### config.mk
export PLATFORM = sky130hd
export DESIGN_NAME = mem_req_master
export DESIGN_NICKNAME = d
export VERILOG_FILES = /design/src/rtl/mem_req_master_pkg.sv /design/src/rtl/mem_lane_align.sv /design/src/rtl/mem_req_master.sv
export SDC_FILE = /design/constraint.sdc
export NUM_CORES = 1
export LEC_CHECK = 0
export BUFFER_PORTS_ARGS = -buffer_cell sky130_fd_sc_hd__buf_4
export CORE_MARGIN = 8
export CORE_UTILIZATION = 50
export DETAILED_ROUTE_END_ITERATION = 8
export PLACE_DENSITY = 0.86
export SLEW_MARGIN = 20
export SYNTH_ARGS = -nofsm -noshare
export SYNTH_HDL_FRONTEND = slang
export SYNTH_SLANG_ARGS = --single-unit
### constraint.sdc
create_clock -name clk -period 2.4 [get_ports clk]
set_input_delay 0.48 -clock clk [delete_from_list [all_inputs] [get_ports clk]]
set_output_delay 0.48 -clock clk [all_outputs]
set_load 0.02 [all_outputs]
### src/rtl/mem_req_master_pkg.sv
// Shared constants, request payload and helpers for the data-memory request master.
package mem_req_master_pkg;

  localparam int unsigned XLEN = 32;

  // Access size encodings on io_req_typ; any other value behaves as MT_W
  localparam logic [2:0] MT_B  = 3'd1;
  localparam logic [2:0] MT_H  = 3'd2;
  localparam logic [2:0] MT_W  = 3'd3;
  localparam logic [2:0] MT_BU = 3'd5;
  localparam logic [2:0] MT_HU = 3'd6;

  localparam logic FCN_LD = 1'b0;
  localparam logic FCN_ST = 1'b1;

  // Must match the data memory's func decode
  localparam logic [1:0] MEM_FUNC_RD = 2'h0;
  localparam logic [1:0] MEM_FUNC_WR = 2'h1;

  typedef enum logic [2:0] {
    ST_IDLE,
    ST_READ,
    ST_RMW_RD,
    ST_WRITE,
    ST_RESP
  } state_e;

  typedef struct packed {
    logic [XLEN-1:0] addr;
    logic [XLEN-1:0] wdata;
    logic            fcn;
    logic [2:0]      typ;
  } mem_req_t;

  // Halfwords need an even address, words (and unknown sizes) a word-aligned one
  function automatic logic is_misaligned(input logic [2:0] typ, input logic [1:0] lane);
    case (typ)
      MT_B, MT_BU: return 1'b0;
      MT_H, MT_HU: return lane[0];
      default:     return |lane;
    endcase
  endfunction

  // Sub-word accesses; stores of these sizes need a read-modify-write
  function automatic logic is_sub_word(input logic [2:0] typ);
    case (typ)
      MT_B, MT_BU, MT_H, MT_HU: return 1'b1;
      default:                  return 1'b0;
    endcase
  endfunction

endpackage

### src/rtl/mem_lane_align.sv
// Byte-lane alignment for the request master (purely combinational).
//   word    : word read from memory
//   wdata   : right-aligned store data
//   lane    : byte address bits [1:0]
//   typ     : access size
//   ld_data : selected lane, sign/zero extended (load path)
//   st_data : word with the store lane merged in (store path)
module mem_lane_align
  import mem_req_master_pkg::*;
(
  input  logic [XLEN-1:0] word,
  input  logic [XLEN-1:0] wdata,
  input  logic [1:0]      lane,
  input  logic [2:0]      typ,
  output logic [XLEN-1:0] ld_data,
  output logic [XLEN-1:0] st_data
);

  logic [7:0]  byte_sel;
  logic [15:0] half_sel;

  // Little-endian lane selection
  always_comb begin
    byte_sel = word[7:0];
    case (lane)
      2'd0: byte_sel = word[7:0];
      2'd1: byte_sel = word[15:8];
      2'd2: byte_sel = word[23:16];
      2'd3: byte_sel = word[31:24];
      default: byte_sel = word[7:0];
    endcase
    half_sel = lane[1] ? word[31:16] : word[15:0];
  end

  // Load extension
  always_comb begin
    ld_data = word;
    case (typ)
      MT_B:    ld_data = {{24{byte_sel[7]}}, byte_sel};
      MT_BU:   ld_data = {24'h0, byte_sel};
      MT_H:    ld_data = {{16{half_sel[15]}}, half_sel};
      MT_HU:   ld_data = {16'h0, half_sel};
      default: ld_data = word;
    endcase
  end

  // Store merge
  always_comb begin
    st_data = word;
    case (typ)
      MT_B, MT_BU: begin
        case (lane)
          2'd0: st_data[7:0]   = wdata[7:0];
          2'd1: st_data[15:8]  = wdata[7:0];
          2'd2: st_data[23:16] = wdata[7:0];
          2'd3: st_data[31:24] = wdata[7:0];
          default: st_data = word;
        endcase
      end
      MT_H, MT_HU: begin
        if (lane[1]) st_data[31:16] = wdata[15:0];
        else         st_data[15:0]  = wdata[15:0];
      end
      default: st_data = wdata;
    endcase
  end

endmodule

### src/rtl/mem_req_master.sv
// Load/store request master for the single-port word-wide data memory.
//   io_req_*   : valid/ready request from the memory stage (addr, wdata, fcn, typ)
//   io_resp_*  : one-cycle response pulse with extended load data / misalign error
//   io_mem_*   : memory side (en, func, word address, write data, comb read data)
module mem_req_master
  import mem_req_master_pkg::*;
(
  input  logic            clk,
  input  logic            reset_n,
  input  logic            io_req_valid,
  output logic            io_req_ready,
  input  logic [XLEN-1:0] io_req_addr,
  input  logic [XLEN-1:0] io_req_wdata,
  input  logic            io_req_fcn,
  input  logic [2:0]      io_req_typ,
  output logic            io_resp_valid,
  output logic [XLEN-1:0] io_resp_data,
  output logic            io_resp_err,
  output logic [XLEN-1:0] io_mem_addr,
  output logic [XLEN-1:0] io_mem_wr_data,
  output logic [1:0]      io_mem_func,
  output logic            io_mem_en,
  input  logic [XLEN-1:0] io_mem_rd_data
);

  state_e          state_q, state_d;
  mem_req_t        req_c;
  logic            accept_c;
  logic            misaligned_c;
  logic [1:0]      lane_q;
  logic [2:0]      typ_q;
  logic [XLEN-1:0] wdata_q;
  logic [XLEN-1:0] resp_data_q;
  logic            resp_err_q;
  logic [XLEN-1:0] mem_addr_q;
  logic [XLEN-1:0] mem_wr_data_q;
  logic [XLEN-1:0] ld_data_c;
  logic [XLEN-1:0] st_data_c;

  assign req_c = '{addr: io_req_addr, wdata: io_req_wdata, fcn: io_req_fcn, typ: io_req_typ};

  assign io_req_ready = (state_q == ST_IDLE) & reset_n;
  assign accept_c     = io_req_valid & io_req_ready;
  assign misaligned_c = is_misaligned(req_c.typ, req_c.addr[1:0]);

  mem_lane_align u_align (
    .word    (io_mem_rd_data),
    .wdata   (wdata_q),
    .lane    (lane_q),
    .typ     (typ_q),
    .ld_data (ld_data_c),
    .st_data (st_data_c)
  );

  // State register
  always_ff @(posedge clk or negedge reset_n) begin
    if (!reset_n) state_q <= ST_IDLE;
    else          state_q <= state_d;
  end

  // Next state and state-decoded memory/response strobes
  always_comb begin
    state_d       = state_q;
    io_mem_en     = 1'b0;
    io_mem_func   = MEM_FUNC_RD;
    io_resp_valid = 1'b0;
    case (state_q)
      ST_IDLE: begin
        if (accept_c) begin
          if (misaligned_c)                state_d = ST_RESP;
          else if (req_c.fcn == FCN_LD)    state_d = ST_READ;
          else if (is_sub_word(req_c.typ)) state_d = ST_RMW_RD;
          else                             state_d = ST_WRITE;
        end
      end
      ST_READ: begin
        io_mem_en = 1'b1;
        state_d   = ST_RESP;
      end
      ST_RMW_RD: begin
        io_mem_en = 1'b1;
        state_d   = ST_WRITE;
      end
      ST_WRITE: begin
        io_mem_en   = 1'b1;
        io_mem_func = MEM_FUNC_WR;
        state_d     = ST_RESP;
      end
      ST_RESP: begin
        io_resp_valid = 1'b1;
        state_d       = ST_IDLE;
      end
      default: state_d = ST_IDLE;
    endcase
  end

  // Latched request fields and datapath registers; memory address/data only
  // move for aligned requests so they hold while the memory is idle
  always_ff @(posedge clk or negedge reset_n) begin
    if (!reset_n) begin
      lane_q        <= 2'd0;
      typ_q         <= MT_W;
      wdata_q       <= '0;
      resp_data_q   <= '0;
      resp_err_q    <= 1'b0;
      mem_addr_q    <= '0;
      mem_wr_data_q <= '0;
    end else begin
      if (accept_c) begin
        lane_q      <= req_c.addr[1:0];
        typ_q       <= req_c.typ;
        wdata_q     <= req_c.wdata;
        resp_data_q <= '0;
        resp_err_q  <= misaligned_c;
        if (!misaligned_c) begin
          mem_addr_q <= {2'b00, req_c.addr[XLEN-1:2]};
          if (req_c.fcn == FCN_ST && !is_sub_word(req_c.typ))
            mem_wr_data_q <= req_c.wdata;
        end
      end
      if (state_q == ST_READ)   resp_data_q   <= ld_data_c;
      if (state_q == ST_RMW_RD) mem_wr_data_q <= st_data_c;
    end
  end

  assign io_resp_data   = resp_data_q;
  assign io_resp_err    = resp_err_q;
  assign io_mem_addr    = mem_addr_q;
  assign io_mem_wr_data = mem_wr_data_q;

endmodule

==> results.md <==
* Net Sw Power at 5.88 mW
* CTS Root Cell: clkbuf_16
* Final setup fails at 0
* Mapped Cells at 798
* Max-slew violations at 0
* Routed WL at 22700 um
* Post-route setup TNS at 0 ns
* All-Layer GR Usage at 25.7%
* Worst Setup EP: io_resp_data[19]
* Placed cells at 1138
* Switching Fraction at 43.4%
* DRT Pass-1 Iters at 6
* Yosys warning total at 0
* Flop-to-flop setup slack at 0.28 ns
* Max-Cap Viols at 0
* Syn-to-layout area delta at 33.2%
* Max VDD drop at 796 uV
* WL/cell at 19.4 um
* Fin util at 68.3%
* Worst min-delay path class: in -> async
* Largest net degree at the start of global routing at 136
* Initial core utilization at 51.2%
* Crit Path Class: reg -> reg
* Htree depth at 4
* HPWL Detailed at 16600 um
* Final antenna-violating net count at 0
* Crit share post-route at 88.3%
* Antenna violations before repair at 0
* Critical R2R Capture: io_resp_data[19]
* Crit path max fanout at 16
* Max clock buf depth at 2
* Layout filler cell count at 1071
* RSZ-0062 raised after global routing: false
* Distinct cell type count after synthesis at 44
* Synth Area per Inst at 8.50 um^2
* Routed vias at 6650
* Cts repair resizes at 0
* Yosys reg bits at 135
* Most frequent cells in the layout: nand2_1 (282), buf_4 (219), dfrtp_1 (133)
* Nets at 1085
* Critical Path Start Type: register
* Row cnt at 42
* CTS Sinks at 135
* IO Count at 205
* Post-Layout Cell Count at 1170
* Pint at 7.67 mW
* LEAKAGE at 4.47 nW
* I/O Buffers at 201
* Slew @ Worst Pin at 0.813 ns
* Reg2reg path depth at 5
* Max Fclk at 472 MHz
* First-pass GRT wire length at 35800 um
* Fin Clk Skew at 0.00536 ns
* Sequential-to-total area share from yosys stat at 49.8%
* Vias in the first global route at 6594
* Post-route cell area at 9040 um^2
* Initial drt markers at 975
* Mapped Area at 6790 um^2
* Fraction of layout cells with a size suffix above 1 at 27.3%
* Gpl congestion at 0.926
* Req. time, crit path at 2.67 ns
* Clk slew on worst S/H paths at 0.06 ns
* N_diodes at 0
* Setup Buffers After CTS at 0
* Combinational power share at 48.1%
* Fin crit period at 2.12 ns
* Die Y at 132 um
* Slew headroom at 45.8%
* Placed Area at 8440 um^2
* Reg power frac at 32.2%
* Crit. End Element: register
* Overflow after GRT at 0
* Cts hold-fix bufs at 0
* DRC at 0
* Clock share of power at 19.8%
* CTS Buf Count at 17
* Crit path from: lane_q[0]
* Die width at 132 um
* Clock Latency Late Sink at 0.43 ns
* Hold Violations, Final at 0
* Die area at 17600 um^2
* Arrival time at the worst endpoint at 2.39 ns
* Core box area at 13200 um^2
* PwrDens at 1500 nW/um^2
* Vias per std cell at 5.68
* Most common cell after layout, fill and taps aside: nand2_1
* RR Startpoint: lane_q[0]
* CTS tree: built
* Status: finished clean
==> cells in the mapped netlist <==
cell         n  area share, %
nor2_1      43            2.4
o22ai_1      7           0.65
o22a_1       1           0.13
nor3b_1      1           0.11
buf_2       16            1.2
o31ai_1      1           0.11
a22oi_1      4           0.44
o211ai_1     1           0.11
a211oi_1    25            2.8
buf_4        6           0.66
o21a_1       1           0.11
nor3_4       1           0.24
inv_1        6           0.33
nand2_1    282             16
a22o_1       1           0.13
nor3_1       8           0.59
o21ai_2      1           0.13
nor2_2       1          0.092
buf_1        1          0.055
nor2b_1     15            1.4
nand4_1      1          0.092
ha_1         1           0.18
conb_1       1          0.055
and2_0       1          0.092
a21oi_1     38            2.8
and2_1       5           0.46
clkbuf_1    35            1.9
a31o_2       1           0.13
mux2_2       1           0.17
mux2i_1     22            3.2
dfrtp_1    133             49
o2bb2ai_1   12            1.5
or3b_2       1           0.13
dfstp_2      2           0.77
and3_1       2           0.18
a221oi_1    14            1.8
o21ai_0     47            3.5
a31oi_1     16            1.5
and3b_1      1           0.13
nor3_2       7            1.0
buf_6        3           0.50
nand2b_1     8           0.74
a221o_1     14            2.1
o21ai_1     10           0.74
==> worst max-delay path, cell delays in order, from the launching register on <==
cell and delay (ns):
dfrtp_1 0.52, mux2i_1 0.27, mux2i_1 0.12, and3_1 0.28
o21ai_2 0.56, o21ai_0 0.21
==> registers in the layout (all words and copies together) (netlist names) <==
name / cells
lane_q: 2
state_q: 3
io_mem_addr: 30
io_resp_err: 1
typ_q: 3
io_resp_data: 32
wdata_q: 32
io_mem_wr_data: 32
==> worst min-delay path by stage <==
stage	start	to	slack, ns	depth (start not counted)
6_report	reset_n	wdata_q[12]	0.19	2
5_1_grt	io_req_addr[10]	io_mem_addr[8]	0.23	3
4_1_cts	reset_n	wdata_q[31]	0.23	2
3_5_place_dp	wdata_q[20]	wdata_q[20]	0.46	2
3_3_place_gp	wdata_q[31]	wdata_q[31]	0.46	2
2_1_floorplan	reset_n	io_mem_addr[0]	0.18	0
==> kinds of logic after synthesis <==
family                   share of synthesized area (%)
multiplexers                                      3.41
AO/OA/AOI/OAI                                     18.6
buffers and inverters                             4.67
other                                           0.0553
AND/OR/NAND/NOR                                   23.3
flip-flops                                        49.8
adder cells (fa/ha/maj)                          0.184
==> final cells by class <==
cell class	instances	area, um^2	area share (%)
clock buffers	17	425	4.71
clock inverters	15	178	1.97
inverters	6	22.5	0.249
multi-input cells	598	3100	34.3
flip-flops and latches	135	3380	37.4
well taps	176	220	2.44
repair buffers	223	1720	19.0
==> power groups by stage <==
stage	clock network (mW)	logic (mW)	registers [mW]
after floorplan	0	3.21	4.99
after detailed placement	0	6.48	4.34
after global routing	2.83	7.08	4.48
after CTS	2.70	6.52	4.33
after global placement	0	6.35	4.31
final	2.68	6.51	4.36
==> per-layer routing <==
layer / routed length [um] / vias up / GRT usage, %
li1: - / 3096 / -
met1: 9400 / 3152 / 32.7
met2: 10300 / 360 / 38.3
met3: 2520 / 42 / 10.7
met4: 470 / 0 / 9.53
met5: 0 / - / 0
==> per-stage QoR <==
stage	power, mW	setup slack [ns]	hold WS (ns)
4_1_cts	13.5	0.296	0.226
3_3_place_gp	10.7	0.343	0.457
5_1_grt	14.4	0.0258	0.232
6_report	13.5	0.280	0.192
2_1_floorplan	8.20	0.633	0.184
3_5_place_dp	10.8	0.287	0.464
Note: power is estimated with default switching activity, not from simulation.
